[config.mk]
export PLATFORM = sky130hd
export DESIGN_NAME = lsu_bus_master
export DESIGN_NICKNAME = d
export VERILOG_FILES = /design/src/rtl/lsu_pkg.sv /design/src/rtl/lsu_lane_fmt.sv /design/src/rtl/lsu_bus_master.sv
export SDC_FILE = /design/constraint.sdc
export NUM_CORES = 1
export LEC_CHECK = 0
export CORE_UTILIZATION = 45
export DETAILED_ROUTE_END_ITERATION = 16
export MAX_ROUTING_LAYER = met4
export PLACE_DENSITY_LB_ADDON = 0.25
export SKIP_CTS_REPAIR_TIMING = 1
export SLEW_MARGIN = 20
export SYNTH_ARGS = -nofsm -noshare
export SYNTH_HDL_FRONTEND = slang
export SYNTH_SLANG_ARGS = --single-unit
[constraint.sdc]
create_clock -name clk -period 5.83 [get_ports clk]
set_input_delay 0.583 -clock clk [delete_from_list [all_inputs] [get_ports clk]]
set_output_delay 0.583 -clock clk [all_outputs]
set_load 0.03 [all_outputs]
[src/rtl/lsu_pkg.sv]
// Shared op codes, FSM encoding and decode helpers for the load/store bus master.
package lsu_pkg;

    localparam logic [2:0] OP_LW  = 3'd0;
    localparam logic [2:0] OP_LH  = 3'd1;
    localparam logic [2:0] OP_LHU = 3'd2;
    localparam logic [2:0] OP_LB  = 3'd3;
    localparam logic [2:0] OP_LBU = 3'd4;
    localparam logic [2:0] OP_SW  = 3'd5;
    localparam logic [2:0] OP_SH  = 3'd6;
    localparam logic [2:0] OP_SB  = 3'd7;

    typedef enum logic [1:0] {StIdle, StReq, StWait, StDone} state_t;

    function automatic logic is_store(input logic [2:0] op);
        return (op == OP_SW) || (op == OP_SH) || (op == OP_SB);
    endfunction

    function automatic logic is_misaligned(input logic [2:0] op, input logic [1:0] lane);
        case (op)
            OP_LW, OP_SW:         return lane != 2'b00;
            OP_LH, OP_LHU, OP_SH: return lane[0];
            default:              return 1'b0;
        endcase
    endfunction

endpackage

[src/rtl/lsu_lane_fmt.sv]
// Byte-lane formatter: store enables/replication and load extraction/extension.
module lsu_lane_fmt
    import lsu_pkg::*;
(
    input  logic [2:0]  op,
    input  logic [1:0]  lane,
    input  logic [31:0] wdata,
    input  logic [31:0] rdata,
    output logic [3:0]  be,
    output logic [31:0] bus_wdata,
    output logic [31:0] load_data
);

    logic [15:0] half_sel;
    logic [7:0]  byte_sel;

    always_comb begin
        half_sel = lane[1] ? rdata[31:16] : rdata[15:0];
        case (lane)
            2'd0:    byte_sel = rdata[7:0];
            2'd1:    byte_sel = rdata[15:8];
            2'd2:    byte_sel = rdata[23:16];
            default: byte_sel = rdata[31:24];
        endcase

        be        = 4'b1111;
        bus_wdata = wdata;
        load_data = rdata;
        case (op)
            OP_LH: begin
                be        = lane[1] ? 4'b1100 : 4'b0011;
                load_data = {{16{half_sel[15]}}, half_sel};
            end
            OP_LHU: begin
                be        = lane[1] ? 4'b1100 : 4'b0011;
                load_data = {16'h0000, half_sel};
            end
            OP_SH: begin
                be        = lane[1] ? 4'b1100 : 4'b0011;
                bus_wdata = {2{wdata[15:0]}};
            end
            OP_LB: begin
                be        = 4'b0001 << lane;
                load_data = {{24{byte_sel[7]}}, byte_sel};
            end
            OP_LBU: begin
                be        = 4'b0001 << lane;
                load_data = {24'h000000, byte_sel};
            end
            OP_SB: begin
                be        = 4'b0001 << lane;
                bus_wdata = {4{wdata[7:0]}};
            end
            default: ;
        endcase
    end

endmodule

[src/rtl/lsu_bus_master.sv]
// MEM-stage load/store initiator: alignment check, req/gnt/rvalid bus sequencing, load return.
module lsu_bus_master
    import lsu_pkg::*;
#(
    parameter int unsigned ADDR_W = 32
) (
    input  logic              clk,
    input  logic              reset,
    input  logic              cpu_valid,
    input  logic [2:0]        cpu_op,
    input  logic [ADDR_W-1:0] cpu_addr,
    input  logic [31:0]       cpu_wdata,
    input  logic [31:0]       cpu_pc,
    output logic              stall,
    output logic              done,
    output logic [31:0]       rdata,
    output logic              exc_adel,
    output logic              exc_ades,
    output logic              bus_req,
    output logic              bus_we,
    output logic [ADDR_W-1:0] bus_addr,
    output logic [3:0]        bus_be,
    output logic [31:0]       bus_wdata,
    input  logic              bus_gnt,
    input  logic              bus_rvalid,
    input  logic [31:0]       bus_rdata
);

    state_t            state_q, state_d;
    logic [2:0]        op_q, op_d;
    logic [1:0]        lane_q, lane_d;
    logic              req_q, req_d, we_q, we_d;
    logic [ADDR_W-1:0] addr_q, addr_d;
    logic [3:0]        be_q, be_d;
    logic [31:0]       wdata_q, wdata_d, rdata_q, rdata_d;
    logic              done_q, done_d, adel_q, adel_d, ades_q, ades_d;

    logic [2:0]  fmt_op;
    logic [1:0]  fmt_lane;
    logic [3:0]  fmt_be;
    logic [31:0] fmt_wdata, fmt_load;

    // Formatter sees the incoming op while idle and the latched op afterwards.
    assign fmt_op   = (state_q == StIdle) ? cpu_op : op_q;
    assign fmt_lane = (state_q == StIdle) ? cpu_addr[1:0] : lane_q;

    lsu_lane_fmt u_lane_fmt (
        .op        (fmt_op),
        .lane      (fmt_lane),
        .wdata     (cpu_wdata),
        .rdata     (bus_rdata),
        .be        (fmt_be),
        .bus_wdata (fmt_wdata),
        .load_data (fmt_load)
    );

    always_comb begin
        state_d = state_q;
        op_d    = op_q;
        lane_d  = lane_q;
        req_d   = req_q;
        we_d    = we_q;
        addr_d  = addr_q;
        be_d    = be_q;
        wdata_d = wdata_q;
        rdata_d = rdata_q;
        done_d  = 1'b0;
        adel_d  = 1'b0;
        ades_d  = 1'b0;
        unique case (state_q)
            StIdle: begin
                if (cpu_valid) begin
                    if (is_misaligned(cpu_op, cpu_addr[1:0])) begin
                        state_d = StDone;
                        done_d  = 1'b1;
                        adel_d  = !is_store(cpu_op);
                        ades_d  = is_store(cpu_op);
                    end else begin
                        state_d = StReq;
                        op_d    = cpu_op;
                        lane_d  = cpu_addr[1:0];
                        req_d   = 1'b1;
                        we_d    = is_store(cpu_op);
                        addr_d  = {cpu_addr[ADDR_W-1:2], 2'b00};
                        be_d    = fmt_be;
                        wdata_d = fmt_wdata;
                    end
                end
            end
            StReq: begin
                if (bus_gnt) begin
                    req_d = 1'b0;
                    if (is_store(op_q)) begin
                        state_d = StDone;
                        done_d  = 1'b1;
                    end else begin
                        state_d = StWait;
                    end
                end
            end
            StWait: begin
                if (bus_rvalid) begin
                    rdata_d = fmt_load;
                    done_d  = 1'b1;
                    state_d = StDone;
                end
            end
            StDone: state_d = StIdle;
            default: state_d = StIdle;
        endcase
    end

    always_ff @(posedge clk or negedge reset) begin
        if (!reset) begin
            state_q <= StIdle;
            op_q    <= 3'd0;
            lane_q  <= 2'd0;
            req_q   <= 1'b0;
            we_q    <= 1'b0;
            addr_q  <= '0;
            be_q    <= 4'd0;
            wdata_q <= 32'd0;
            rdata_q <= 32'd0;
            done_q  <= 1'b0;
            adel_q  <= 1'b0;
            ades_q  <= 1'b0;
        end else begin
            state_q <= state_d;
            op_q    <= op_d;
            lane_q  <= lane_d;
            req_q   <= req_d;
            we_q    <= we_d;
            addr_q  <= addr_d;
            be_q    <= be_d;
            wdata_q <= wdata_d;
            rdata_q <= rdata_d;
            done_q  <= done_d;
            adel_q  <= adel_d;
            ades_q  <= ades_d;
        end
    end

    assign stall     = cpu_valid && (state_q != StDone);
    assign done      = done_q;
    assign rdata     = rdata_q;
    assign exc_adel  = adel_q;
    assign exc_ades  = ades_q;
    assign bus_req   = req_q;
    assign bus_we    = we_q;
    assign bus_addr  = addr_q;
    assign bus_be    = be_q;
    assign bus_wdata = wdata_q;

`ifndef SYNTHESIS
    always_ff @(posedge clk) begin
        if (reset && state_q == StReq && bus_gnt && we_q) begin
            $display("@%h: *%h <= %h", cpu_pc, addr_q, wdata_q);
        end
    end
`endif

endmodule

=== After elaboration in Yosys (flattened, before gate mapping) ===
Index checks and enable logic that the tools add are counted.

* Memories: 0
* Latch bits: 0
* Memory bits (read-only): 0
* Flip-flop bits (word level): 110
* Input port bits: 136
* RAM bits: 0
* Logic and storage cells: 90

* Div/mod/pow operators: 0
* Mux-type cells: 33
* Reductions and logical operators: 19
* Shift operators: 1
* Multiply operators: 0
* Bitwise logic cells: 1
* Eq/ne operators: 24
* Add/sub/neg operators: 0
* Magnitude comparators: 0

{| class="wikitable"
|+ Operator list
! kind !! count
|-
| 32-bit case mux with 4 select lines || 1
|-
| 32-bit case mux with 2 select lines || 1
|-
| 3-bit == test, second input constant || 9
|-
| 8-bit case mux with 3 select lines || 1
|-
| 1-bit 2-to-1 mux || 17
|-
| 16-bit 2-to-1 mux || 1
|-
| 2-bit 2-to-1 mux || 5
|-
| 2-bit != test, second input constant || 5
|-
| 3-bit by 2-bit == test with 1-bit output, second input constant || 3
|-
| 3-bit OR reduction || 3
|-
| 2-bit case mux with 4 select lines || 1
|-
| 4-bit case mux with 2 select lines || 1
|-
| 2-bit == test, second input constant || 3
|-
| 3-bit by 1-bit == test with 1-bit output, second input constant || 2
|-
| 3-bit AND reduction || 2
|-
| 2-bit by 1-bit == test with 1-bit output, second input constant || 2
|-
| 2-bit logical NOT || 2
|-
| 1-bit logical OR || 4
|-
| 4-bit 2-to-1 mux || 1
|-
| 1-bit case mux with 2 select lines || 2
|-
| 4-bit AND reduction || 1
|-
| 2-bit nonzero test || 2
|-
| 1-bit by 2-bit left shift with 4-bit output, first input constant || 1
|-
| 3-bit logical NOT || 1
|-
| other kinds (7) || 7
|}

=== Depth between registers and ports, before layout ===
* Depth in word-level cells: 8
* Gate-level depth with buffers: 11
* Depth with buffers taken out: 7

=== Hierarchy ===
A second synthesis with hierarchy kept.

* Cells, all modules: 470
* Area total of the unflattened synthesis: 5889.4 µm²

{| class="wikitable"
|+ Modules (own cells, without submodules)
! module !! seq. area each (µm²) !! times used !! cells each !! area each (µm²)
|-
| lsu_bus_master || 2752.6 || 1 || 271 || 4331.7
|-
| lsu_lane_fmt || 0.0 || 1 || 199 || 1557.7
|}

=== Worst setup path after synthesis ===
No wires, ideal clock.

* Path kind: flip-flop to flip-flop
* Start: reg state_q[0]
* End: reg rdata_q[23], in the netlist rdata[23]
* Clock period less this slack: 2.265 ns
* Setup slack: 3.565 ns
* Data arrival time: 2.143 ns
* Buffers on the path: 2
* Stages on the path, launching flop included: 9
* Required time: 5.708 ns
* Setup time: 0.122 ns
* Cell sequence: dfrtp_1 inv_1 ha_1 buf_6 mux2i_4 mux2_2 a41oi_4 buf_6 a21oi_2

* Longest elaborated chain between the ends: 5
* Elaborated cells on any way between the ends: 15

{| class="wikitable"
|+ RTL lines
! what !! RTL line !! source
|-
| start: declaration || lsu_bus_master.sv:29 || <nowiki>state_t state_q, state_d;</nowiki>
|-
| start signal: assignment || lsu_bus_master.sv:115 || <nowiki>state_q <= StIdle;</nowiki>
|-
| start signal: assignment || lsu_bus_master.sv:128 || <nowiki>state_q <= state_d;</nowiki>
|-
| 2-bit logical NOT || lsu_bus_master.sv:44, lsu_bus_master.sv:45 ||
|-
| 2-bit 2-to-1 mux || lsu_bus_master.sv:45 || <nowiki>assign fmt_lane = (state_q == StIdle) ? cpu_addr[1:0] : lane_q;</nowiki>
|-
| 2-bit == test, or another cell as far along || lsu_lane_fmt.sv:19 || <nowiki>case (lane)</nowiki>
|-
| 8-bit case mux with 3 select lines || lsu_lane_fmt.sv:19 ||
|-
| 32-bit case mux with 4 select lines || lsu_lane_fmt.sv:29 || <nowiki>case (op)</nowiki>
|-
| end signal: assignment || lsu_bus_master.sv:136 || <nowiki>rdata_q <= rdata_d;</nowiki>
|-
| end: declaration || lsu_bus_master.sv:35 || <nowiki>logic [31:0] wdata_q, wdata_d, rdata_q, rdata_d;</nowiki>
|}

Parallel ways exist; a longest one is shown, timed or not.
A chain may end at the register's enable or synchronous reset.

=== Final worst setup path ===
* Start: in cpu_op[0]
* End: reg addr_q[18], in the netlist bus_addr[18]

* Longest elaborated chain between the ends: 7
* Elaborated cells on any way between the ends: 12

{| class="wikitable"
|+ RTL lines
! what !! RTL line !! source
|-
| start: declaration || lsu_bus_master.sv:10 || <nowiki>input logic [2:0] cpu_op,</nowiki>
|-
| 3-bit == test, or another cell as far along || lsu_pkg.sv:20 || <nowiki>case (op)</nowiki>
|-
| 3-bit OR reduction / 2-bit OR reduction (equally long branches) || lsu_pkg.sv:20 ||
|-
| 1-bit case mux with 2 select lines (*) || lsu_pkg.sv:20 ||
|-
| 1-bit 2-to-1 mux (*) || lsu_bus_master.sv:72 || <nowiki>if (cpu_valid) begin</nowiki>
|-
| 1-bit 2-to-1 mux (*) || lsu_bus_master.sv:70 || <nowiki>unique case (state_q)</nowiki>
|-
| 1-bit inverter (no line) (*) || -- ||
|-
| 3-bit AND reduction (no line) (*) || -- ||
|-
| end signal: assignment || lsu_bus_master.sv:133 || <nowiki>addr_q <= addr_d;</nowiki>
|-
| end: declaration || lsu_bus_master.sv:33 || <nowiki>logic [ADDR_W-1:0] addr_q, addr_d;</nowiki>
|}

Mark *: on every way between the ends. The rest lies on a longest branch, timed or not. The select of a mux whose other input is x is not followed.

==> flow_summary.yaml <==
hold_path:
  hold_class: "primary input to asynchronous set/reset pin"
synth:
  syn_area_mm2: 0.00566
  ys_ff_latch: 110
  synth_top_family_by_area: "simple AND/OR/NAND/NOR gates"
  synth_edf_count: 0
  syn_area_per_cell_um2: 8.98
  synth_cell_types: 59
  synthXorXnorAreaFrac_pct: 0.464
  yosysWarnings: 0
  yosysTopAreaCell: "dfrtp_1"
  synth_fa_ha_area_share_pct: 0.884
  synth.area.top_cells: "dfrtp_1 49%, nand2_1 13%, mux2i_1 4.2%, a21oi_1 3.6%, o21ai_0 2.6%"
  netlist_instances: 630
  yosysSeqAreaShare_pct: 48.6
  synth-compound-area-share_pct: 19.0
  synthArstFlopShare_pct: 100
  synth_mux_area_share_pct: 6.74
  yosys.area_share.simple_pct: 19.1
  yosys.area.top_type_share_pct: 48.6
  ys.flop_type: "dfrtp_1"
critical_path:
  cp_max_fo: 59
  cp_data_required_time_ns: 6.12
  crit_type: "primary input to register"
  path_delay_family: "simple AND/OR/NAND/NOR gates"
  path_cells: "clkdlybuf4s50_1 > nor2_2 > a222oi_1 > or2_2 > buf_4 > nand2_1 > nand2_1"
  endpoint_kind: "register"
  path_buf_inv: 2
  slowest_delay_ns: 0.91
  cp_slowest_cell: "or2_2"
  cp_common_cell: "nand2_1"
  arrival_ns: 3.99
  start_kind: "primary input"
cts:
  cts_tree: "done"
  cts-buffers-inserted: 9
  ctsHtreeMaxLevel: 3
  clkTransAtPathRegs_ns: 0.07
  clk_path_buf_depth: 2
  insertion_delay_ns: 0.35
  cts_sinks: 110
  cts_root_buffer: "clkbuf_16"
drt:
  routed_via_density: 5.57
  drt_wl_total_um: 17200
  first_iter_violations: 405
  drc: 0
  dr.pass1.iters: 5
  route.vias.total: 5470
  ant_nets: 0
  wl_per_cell_um: 17.5
place:
  placed_cell_area_mm2: 0.00777
  io_buffers: 207
  dp_hpwl_um: 12400
  place_congestion: 0.853
  dp_slack_ns: 1.79
timing:
  clock.fmax_mhz: 270
  timing.hold.ws_ns: 0.262
  worst_pin_slew_ns: 0.995
  min_period_ns: 3.70
  finalClockSkew_ns: 0.00831
  report.final.slew_viol_count: 0
  relSlewSlack_pct: 33.7
  finalCritPeriodShare_pct: 63.4
  rsz0062_at_grt: "no"
  setup_ws_ns: 2.13
  hold_viol: 0
  tns_ns: 0
  final-setup-viol-count: 0
floorplanning:
  core_area_mm2: 0.0121
  initial_utilization_pct: 46.7
  rows: 40
  ios: 242
  die_h_um: 114
  dieArea_mm2: 0.0130
  die_w_um: 114
cells_and_area:
  fin_area_mm2: 0.00807
  final_cell_mix: "206 x clkdlybuf4s50_1, 194 x nand2_1, 110 x dfrtp_1"
  multi_input_area_mm2: 0.00264
  areaGrowthSynthToFinish_pct: 42.6
  regArea_mm2: 0.00275
  nets: 950
  fill_cells: 981
  layout-drive-gt1-share_pct: 6.39
  antenna_cells: 0
  final_common_cell: "clkdlybuf4s50_1"
global_route:
  antenna_found_initial: 0
  grt.total_usage_pct: 27.6
  grt_overflow: 0
  grt_pass1_vias: 5418
  grt_max_degree: 60
  grt_first_pass_wirelength_um: 26900
pwr:
  p_leak_nw: 3.52
  powerDensity_mw_per_mm2: 597
  finalPower_mw: 4.82
  peakVddDrop_uv: 312
run_status:
  status: "finished, final reports clean"
job:
  maxCapViolCount: 0
-- report_power, final --
group / leakage, nW / switching [mW] / internal (mW)
sequential: 1.35 / 0.235 / 1.12
combinational: 2.03 / 1.72 / 1.12
clock: 0.140 / 0.292 / 0.335
-- Yosys cell counts (all sizes together) (2+ instances only) --
master    n
nand2   194
dfrtp   110
a21oi    51
o21ai    50
nor2     37
buf      31
mux2i    28
clkbuf   15
nand3    13
o211ai   12
a221oi    8
inv       8
a211o     6
o22ai     6
a21o      4
a31oi     4
ha        4
a211oi    3
and2      3
mux2      3
nor3b     3
o21a      3
a221o     2
a222oi    2
a311oi    2
a32oi     2
nand2b    2
nand3b    2
nor2b     2
nor4b     2
o31ai     2
or2       2
xnor2     2
-- metrics by stage --
stage	instances	util [%]
after floorplan	631	-
after CTS	982	66.6
after detailed placement	967	64.1
after global routing	982	66.7
final	982	66.7
after global placement	966	63.9
-- sequential cells by signal, indices dropped and copies added, names as in the netlist --
signal	cells
bus_addr	30
bus_be	4
bus_req	1
bus_wdata	32
bus_we	1
done	1
exc_adel	1
exc_ades	1
lane_q	2
op_q	3
rdata	32
state_q	2
-- worst paths after layout --
kind,start,end,slack [ns],depth (start not counted)
setup / recovery,cpu_op[0],bus_addr[18],2.13,7
hold / removal,reset,bus_addr[16],0.26,1
setup reg to reg,state_q[0],rdata[19],2.89,8
hold reg to reg,bus_wdata[15],bus_wdata[15],0.47,2
max in group asynchronous,reset,bus_wdata[12],4.32,2
min in group clk,bus_wdata[15],bus_wdata[15],0.47,2
-- worst register-to-register path, cell delays in order, from the launching register on --
cell and delay (ns):
dfrtp_1 0.44, inv_1 0.11, ha_1 0.25, buf_4 0.39
mux2_4 0.40, a21o_1 0.20, a311oi_4 0.56, a41oi_4 0.25
a21oi_1 0.28
-- cell families after synthesis --
family / Yosys count
and+or+nand+nor: 263
muxes: 32
buffers and inverters: 54
adders and majority gates: 4
xor gates and xnor gates: 3
AOI/OAI and AO/OA: 163
DFF: 110
other: 1
-- metal layers --
metal | up-vias | wire, µm | share of wire (%) | global-route usage (%)
met5 | - | 0 | 0 | -
met4 | 0 | 460 | 2.7 | 11.2
met3 | 38 | 1380 | 8.0 | 6.99
met2 | 249 | 8480 | 49 | 46.3
met1 | 2658 | 6860 | 40 | 31.5
li1 | 2525 | - | - | -
-- layout make-up --
cell class                      instances  area share, %
Sequential cell                       110           34.1
Multi-Input combinational cell        467           32.7
Timing Repair Buffer                  214           26.5
Clock buffer                            9           2.79
Tap cell                              168           2.60
Clock inverter                          6          0.930
Inverter                                8          0.372
(Power assumes the default switching activity.)
